`src/rtl/rename_pkg.sv`:
```
// Shared rename types: default register-file sizes, phys tag / free-list pointer
// types and the free-list state encoding.
package rename_pkg;

  localparam int ARCHFILE_SIZE_DEF = 32;
  localparam int PHYSFILE_SIZE_DEF = 256;
  localparam int PTAG_W            = $clog2(PHYSFILE_SIZE_DEF);

  typedef logic [PTAG_W-1:0] ptag_t;
  typedef logic [PTAG_W:0]   fl_ptr_t;

  typedef enum logic {
    FL_INIT,
    FL_RUN
  } fl_state_t;

endpackage

```
`src/rtl/phys_freelist_if.sv`:
```
// Rename/ROB-facing handshake bundle of the physical free list.
// master = rename/ROB side, slave = free list.
interface phys_freelist_if
  import rename_pkg::*;
#(
  parameter int PHYSFILE_SIZE = PHYSFILE_SIZE_DEF
);
  localparam int TW = $clog2(PHYSFILE_SIZE);

  logic          alloc_req;
  logic          alloc_valid;
  logic [TW-1:0] alloc_phys;
  logic          commit_alloc;
  logic          free_valid;
  logic [TW-1:0] free_phys;
  logic          rollback;
  logic [TW:0]   free_count;
  logic          init_done;

  modport master (
    output alloc_req, commit_alloc, free_valid, free_phys, rollback,
    input  alloc_valid, alloc_phys, free_count, init_done
  );

  modport slave (
    input  alloc_req, commit_alloc, free_valid, free_phys, rollback,
    output alloc_valid, alloc_phys, free_count, init_done
  );

endinterface

```
`src/rtl/freelist_ram.sv`:
```
// Free-list storage: one synchronous write port, one asynchronous read port.
module freelist_ram
  import rename_pkg::*;
#(
  parameter int DEPTH = PHYSFILE_SIZE_DEF,
  parameter int WIDTH = PTAG_W
) (
  input  logic                     clk,
  input  logic                     we,
  input  logic [$clog2(DEPTH)-1:0] waddr,
  input  logic [WIDTH-1:0]         wdata,
  input  logic [$clog2(DEPTH)-1:0] raddr,
  output logic [WIDTH-1:0]         rdata
);

  logic [WIDTH-1:0] mem [DEPTH];

  always_ff @(posedge clk) begin
    if (we) mem[waddr] <= wdata;
  end

  assign rdata = mem[raddr];

endmodule

```
`src/rtl/phys_freelist.sv`:
```
// Circular free list of physical tags with speculative head, committed head and tail.
// Optional same-cycle free->alloc bypass on an empty list: PHYS_FREELIST_BYPASS_EN.
module phys_freelist
  import rename_pkg::*;
#(
  parameter int ARCHFILE_SIZE = ARCHFILE_SIZE_DEF,
  parameter int PHYSFILE_SIZE = PHYSFILE_SIZE_DEF
) (
  input logic             clk,
  input logic             rst,
  phys_freelist_if.slave  fl
);

  localparam int TW     = $clog2(PHYSFILE_SIZE);
  localparam int INIT_N = PHYSFILE_SIZE - ARCHFILE_SIZE;

  fl_state_t     state;
  logic [TW:0]   head;
  logic [TW:0]   commit_head;
  logic [TW:0]   tail;
  logic          init_done_q;

  logic [TW:0]   count_raw;
  logic [TW:0]   commit_nxt;
  logic          run;
  logic          bypass;
  logic          valid;
  logic          alloc_fire;
  logic          commit_ok;
  logic          we;
  logic [TW-1:0] wdata;
  logic [TW-1:0] rdata;

  freelist_ram #(
    .DEPTH (PHYSFILE_SIZE),
    .WIDTH (TW)
  ) u_ram (
    .clk   (clk),
    .we    (we),
    .waddr (tail[TW-1:0]),
    .wdata (wdata),
    .raddr (head[TW-1:0]),
    .rdata (rdata)
  );

  always_comb begin
    count_raw = tail - head;
    run       = (state == FL_RUN) && !rst;
    bypass    = 1'b0;
`ifdef PHYS_FREELIST_BYPASS_EN
    bypass    = run && (count_raw == '0) && fl.free_valid && !fl.rollback;
`endif
    valid      = run && !fl.rollback && ((count_raw != '0) || bypass);
    alloc_fire = fl.alloc_req && valid;
    // commit_head may never pass head; an illegal commit is simply dropped
    commit_ok  = run && fl.commit_alloc && (commit_head != head);
    commit_nxt = commit_head + {{TW{1'b0}}, commit_ok};

    we    = 1'b0;
    wdata = fl.free_phys;
    if (!rst) begin
      if (state == FL_INIT) begin
        we    = 1'b1;
        wdata = TW'(ARCHFILE_SIZE) + tail[TW-1:0];
      end else begin
        we    = fl.free_valid;
      end
    end
  end

  assign fl.alloc_valid = valid;
  assign fl.alloc_phys  = bypass ? fl.free_phys : rdata;
  assign fl.free_count  = rst ? '0 : count_raw;
  assign fl.init_done   = init_done_q && !rst;

  always_ff @(posedge clk) begin
    if (rst) begin
      state       <= FL_INIT;
      head        <= '0;
      commit_head <= '0;
      tail        <= '0;
      init_done_q <= 1'b0;
    end else begin
      unique case (state)
        FL_INIT: begin
          tail <= tail + 1'b1;
          if (tail == (TW+1)'(INIT_N - 1)) begin
            state       <= FL_RUN;
            init_done_q <= 1'b1;
          end
        end
        FL_RUN: begin
          if (fl.free_valid) tail <= tail + 1'b1;
          commit_head <= commit_nxt;
          // rollback lands on the committed head, including this cycle's commit
          if (fl.rollback) head <= commit_nxt;
          else             head <= head + {{TW{1'b0}}, alloc_fire};
        end
        default: state <= FL_INIT;
      endcase
    end
  end

endmodule

```
`src/flat_wrapper.sv`:
```
// flat-port wrapper written by rule: the top's interface ports become plain ports
module phys_freelist_flat import rename_pkg::*;
#(
  parameter int ARCHFILE_SIZE = ARCHFILE_SIZE_DEF,
  parameter int PHYSFILE_SIZE = PHYSFILE_SIZE_DEF
)
  (clk, rst, fl_alloc_req, fl_commit_alloc, fl_free_valid, fl_free_phys, fl_rollback, fl_alloc_valid, fl_alloc_phys, fl_free_count, fl_init_done);
  phys_freelist_if #(.PHYSFILE_SIZE(PHYSFILE_SIZE)) fl_i ();
  input logic clk;
  input logic rst;
  input wire logic [$bits(fl_i.alloc_req)-1:0] fl_alloc_req;
  input wire logic [$bits(fl_i.commit_alloc)-1:0] fl_commit_alloc;
  input wire logic [$bits(fl_i.free_valid)-1:0] fl_free_valid;
  input wire logic [$bits(fl_i.free_phys)-1:0] fl_free_phys;
  input wire logic [$bits(fl_i.rollback)-1:0] fl_rollback;
  output wire logic [$bits(fl_i.alloc_valid)-1:0] fl_alloc_valid;
  output wire logic [$bits(fl_i.alloc_phys)-1:0] fl_alloc_phys;
  output wire logic [$bits(fl_i.free_count)-1:0] fl_free_count;
  output wire logic [$bits(fl_i.init_done)-1:0] fl_init_done;
  assign fl_i.alloc_req = fl_alloc_req;
  assign fl_i.commit_alloc = fl_commit_alloc;
  assign fl_i.free_valid = fl_free_valid;
  assign fl_i.free_phys = fl_free_phys;
  assign fl_i.rollback = fl_rollback;
  assign fl_alloc_valid = fl_i.alloc_valid;
  assign fl_alloc_phys = fl_i.alloc_phys;
  assign fl_free_count = fl_i.free_count;
  assign fl_init_done = fl_i.init_done;
  phys_freelist #(.ARCHFILE_SIZE(ARCHFILE_SIZE), .PHYSFILE_SIZE(PHYSFILE_SIZE)) u_core (.clk(clk), .rst(rst), .fl(fl_i));
endmodule
```
`config.mk`:
```
export PLATFORM = sky130hd
export DESIGN_NAME = phys_freelist_flat
export DESIGN_NICKNAME = d
export VERILOG_FILES = /design/src/rtl/rename_pkg.sv /design/src/rtl/phys_freelist_if.sv /design/src/rtl/freelist_ram.sv /design/src/rtl/phys_freelist.sv /design/src/flat_wrapper.sv
export SDC_FILE = /design/constraint.sdc
export NUM_CORES = 2
export LEC_CHECK = 0
export CORE_MARGIN = 3
export CORE_UTILIZATION = 41
export DETAILED_ROUTE_END_ITERATION = 16
export GPL_TIMING_DRIVEN = 0
export SLEW_MARGIN = 10
export SYNTH_ARGS = -nofsm -noshare
export SYNTH_HDL_FRONTEND = slang
export SYNTH_SLANG_ARGS = --single-unit
export TNS_END_PERCENT = 1
```
`constraint.sdc`:
```
create_clock -name clk -period 31.2 [get_ports clk]
set_input_delay 6.24 -clock clk [delete_from_list [all_inputs] [get_ports clk]]
set_output_delay 6.24 -clock clk [all_outputs]
set_load 0.005 [all_outputs]
```
==> results.cfg <==
[grt]
grt_pass1_vias = 41943
pin_count_of_the_biggest_net_entering_global_routing = 135
grtUsageTotal_pct = 24.46
grt_pass1_wl_mm = 342.8
grt_antenna_before_repair = 15
globalRoute.totalOverflow = 0

[setup_path]
critical_path_buf_inv_count = 2
flop_to_flop_setup_slack_ns = 26.69
path_common_cell = sky130_fd_sc_hd__clkdlybuf4s50_1
criticalPathCategory = in2out
end_kind = primary output
worstRegToRegCells = 16
cp_slowest_cell = sky130_fd_sc_hd__clkdlybuf4s50_1
setup.worst_path.start_class = primary input
worst_setup_path_startpoint = fl_rollback
critical-path-top-delay-family = buffers and inverters
critPathRequiredTime_ns = 24.96
path_cells = clkdlybuf4s50_1, or3b_2, a31oi_1, clkdlybuf4s50_1
critical_path.max_stage_delay_ns = 0.53
worstPathArrival_ns = 7.97
worstPathMaxFanout = 5
reg2reg_from = u_core.tail[0]

[clock_tree]
cts_post_setup_buffers_inserted = 0
ctsLongestPathBuffers = 3
clk_pin_slew_ns = 0.06
holdBufCountCts = 0
cts_root_buf = sky130_fd_sc_hd__clkbuf_16
clk_latency_ns = 0.83
ctsResizeCount = 0
ctsHtreeMaxLevel = 4
numClockSinks = 2085
tritoncts_clock_tree = done
numCtsBuffers = 202

[hold_path]
hold_path.startpoint = u_core.tail[8]
whs_endpoint = u_core.tail[8]
min_delay_path_depth = 2
hold_crit_path_type = reg2reg

[floorplanning]
number_of_placement_rows = 162
die_h_um = 451.4
coreArea_um2 = 196000
die-area_um2 = 203800
initial_utilization_pct = 41.50
boundaryPins = 33
die_width_um = 451.4

[routing]
drt-wirelength-per-cell_um = 36.32
route.detailed.drc = 0
route.detailed.vias_per_inst = 6.155
detail_route.iter0.violations = 6557
postRouteAntennaNets = 0
routed_wirelength_mm = 251.3
firstDrtPassIters = 6
vias = 42581

[timing]
clock_skew_ns = 0.03558
finalSetupViolCount = 0
setup_tns_ns = 0
rsz_0062_raised_after_global_routing = false
final-max-slew-violation-count = 0
timing.final.crit_share_pct = 45.53
worst_slew_margin_rel_pct = 9.249
min_tclk_post_route_ns = 14.21
maxClockFrequency_mhz = 70.40
hold_viol_final = 0
worst_pin_slew_ns = 1.361

[yosys]
yosys.area_share.xor_xnor_pct = 0.3876
postSynth.topFlopCell = sky130_fd_sc_hd__edfxtp_1
synth.largest_area_cell = sky130_fd_sc_hd__edfxtp_1
ys_warn_count = 0
netlist-cell-type-count = 53
syn_nets = 3893
synth_top_area_share_pct = 75.61
synth-async-reset-ratio_pct = 0
syn_area_um2 = 81340
portion_of_netlist_area_occupied_by_mux_cells_pct = 15.83
synth-simple-area-share_pct = 3.030
yosysSeqAreaShare_pct = 76.52
yosys-top-cells-area = sky130_fd_sc_hd__edfxtp_1 (76%), sky130_fd_sc_hd__mux4_2 (14%), sky130_fd_sc_hd__nor2_1 (1.4%), sky130_fd_sc_hd__mux2_2 (1.0%), sky130_fd_sc_hd__dfxtp_1 (0.91%)
seq_cells_post_synth = 2085
syn_inst = 3860
synth_top_family_by_area = multiplexers
yosys.area_share.adder_pct = 0.3015
synth_edf_count = 2048
synth.avg_cell_area_um2 = 21.07
synth_compound_gate_area_share_pct = 2.397

[placed_design]
detailed_place.area_um2 = 85830
detailed_place_hpwl_mm = 167.2
place.port_buffers = 31
gp_routability_congestion = 0.9595

[finish]
multi_input_gate_area_in_the_final_layout_um2 = 17970
area_delta_synth_final_pct = 13.39
filler_cell_count = 16142
mostFrequentLayoutCells = sky130_fd_sc_hd__edfxtp_1 (2048), sky130_fd_sc_hd__mux4_2 (512), sky130_fd_sc_hd__nor2_1 (301), sky130_fd_sc_hd__clkbuf_16 (206), sky130_fd_sc_hd__clkbuf_1 (145)
final_core_utilization_pct = 47.06
share_of_layout_cells_above_drive_strength_1_pct = 23.78
seqCellArea_um2 = 62240
finish.net_count = 4161
stdcell_area_um2 = 92230
layout.cells.most_common = sky130_fd_sc_hd__edfxtp_1

[pwr]
vdd.ir_drop.worst_mv = 0.05191
p_leak_nw = 27.76
power_per_cell_area_nw_per_um2 = 60.95
report.power.total_w = 0.005621

[flow_run]
maxCapViolations = 0

[status]
status = completed
==> layer usage <==
layer	part of all wire (%)	global-route usage (%)	vias up	wire, um
li1	-	-	16619	-
met1	38	32.96	22851	96630
met2	46	37.37	2604	115400
met3	11	7.195	501	27690
met4	4.6	10.21	6	11510
met5	0.014	0	-	35
==> worst max path at each step <==
stage | endpoint | cells after the start
2_1_floorplan | u_core.u_ram.mem[0][5] | 3
3_3_place_gp | u_core.u_ram.mem[132][5] | 3
3_5_place_dp | fl_alloc_valid | 4
4_1_cts | fl_alloc_valid | 4
5_1_grt | fl_alloc_valid | 4
6_report | fl_alloc_valid | 4
==> layout make-up <==
type	instances	share of cell area [%]
Antenna cell	4	0.01085
Buffer	237	1.336
Clock buffer	259	5.837
Clock inverter	107	1.099
Inverter	15	0.06105
Multi-Input combinational cell	1523	19.49
Sequential cell	2085	67.48
Tap cell	2624	3.560
Timing Repair Buffer	64	1.130
==> worst register-to-register path: stages (launching register included) <==
cell and delay (ns):
sky130_fd_sc_hd__dfxtp_1 0.38, sky130_fd_sc_hd__inv_1 0.21, sky130_fd_sc_hd__ha_1 0.18, sky130_fd_sc_hd__inv_1 0.05
sky130_fd_sc_hd__fa_1 0.40, sky130_fd_sc_hd__a21o_1 0.18, sky130_fd_sc_hd__a21oi_1 0.27, sky130_fd_sc_hd__o21ai_0 0.17
sky130_fd_sc_hd__o41ai_1 0.34, sky130_fd_sc_hd__xnor2_1 0.21, sky130_fd_sc_hd__a311oi_1 0.47, sky130_fd_sc_hd__ha_1 0.26
sky130_fd_sc_hd__and3_1 0.20, sky130_fd_sc_hd__and3_1 0.23, sky130_fd_sc_hd__and3_1 0.16, sky130_fd_sc_hd__o21ai_0 0.07
sky130_fd_sc_hd__a221oi_1 0.58
==> state kept, by name (all words and copies together) (netlist names), named ones only <==
register and flops:
u_core.tail 9, u_core.commit_head 9, u_core.state 1, u_core.head 9, u_core.u_ram.mem 2048, u_core.init_done_q 1
==> where the power goes <==
group          switching [W]  total (W)  internal [W]
sequential        0.00000126    0.00310       0.00309
clock                0.00107    0.00242       0.00135
combinational      0.0000855   0.000110     0.0000245
total                0.00115    0.00562       0.00447
==> kinds of logic (layout without fill, tap and decap cells) <==
kind of cell	count (synthesis)	after routing
AND/OR/NAND/NOR	564	564
buffers and inverters	252	682
other	0	4
flip-flops	2085	2085
XOR/XNOR	36	36
multiplexers	637	637
adder cells (fa/ha/maj)	19	19
AO/OA/AOI/OAI	267	267
==> cells in the mapped netlist, types with 32 or more instances <==
library cell               count
sky130_fd_sc_hd__nand3_1      54
sky130_fd_sc_hd__nand2_1      88
sky130_fd_sc_hd__buf_4        39
sky130_fd_sc_hd__buf_2        44
sky130_fd_sc_hd__nor3_1       32
sky130_fd_sc_hd__dfxtp_1      37
sky130_fd_sc_hd__clkbuf_1    122
sky130_fd_sc_hd__a22oi_1      78
sky130_fd_sc_hd__mux2i_1      51
sky130_fd_sc_hd__a221oi_1     56
sky130_fd_sc_hd__mux2_2       74
sky130_fd_sc_hd__mux4_2      512
sky130_fd_sc_hd__nor2_1      302
sky130_fd_sc_hd__edfxtp_1   2048
==> per-stage QoR <==
| stage | setup slack (ns) | hold WS (ns) | cells |
|---|---|---|---|
| after CTS | 16.99 | 0.5322 | 6914 |
| after detailed placement | 17.01 | 0.5216 | 6548 |
| after global placement | -0.3105 | 0.5164 | 6515 |
| final | 16.99 | 0.5291 | 6918 |
| after floorplan | 11.97 | 0.4829 | 3860 |
| after global routing | 16.93 | 0.5575 | 6916 |
No activity file was read; power rests on OpenSTA's default activity.
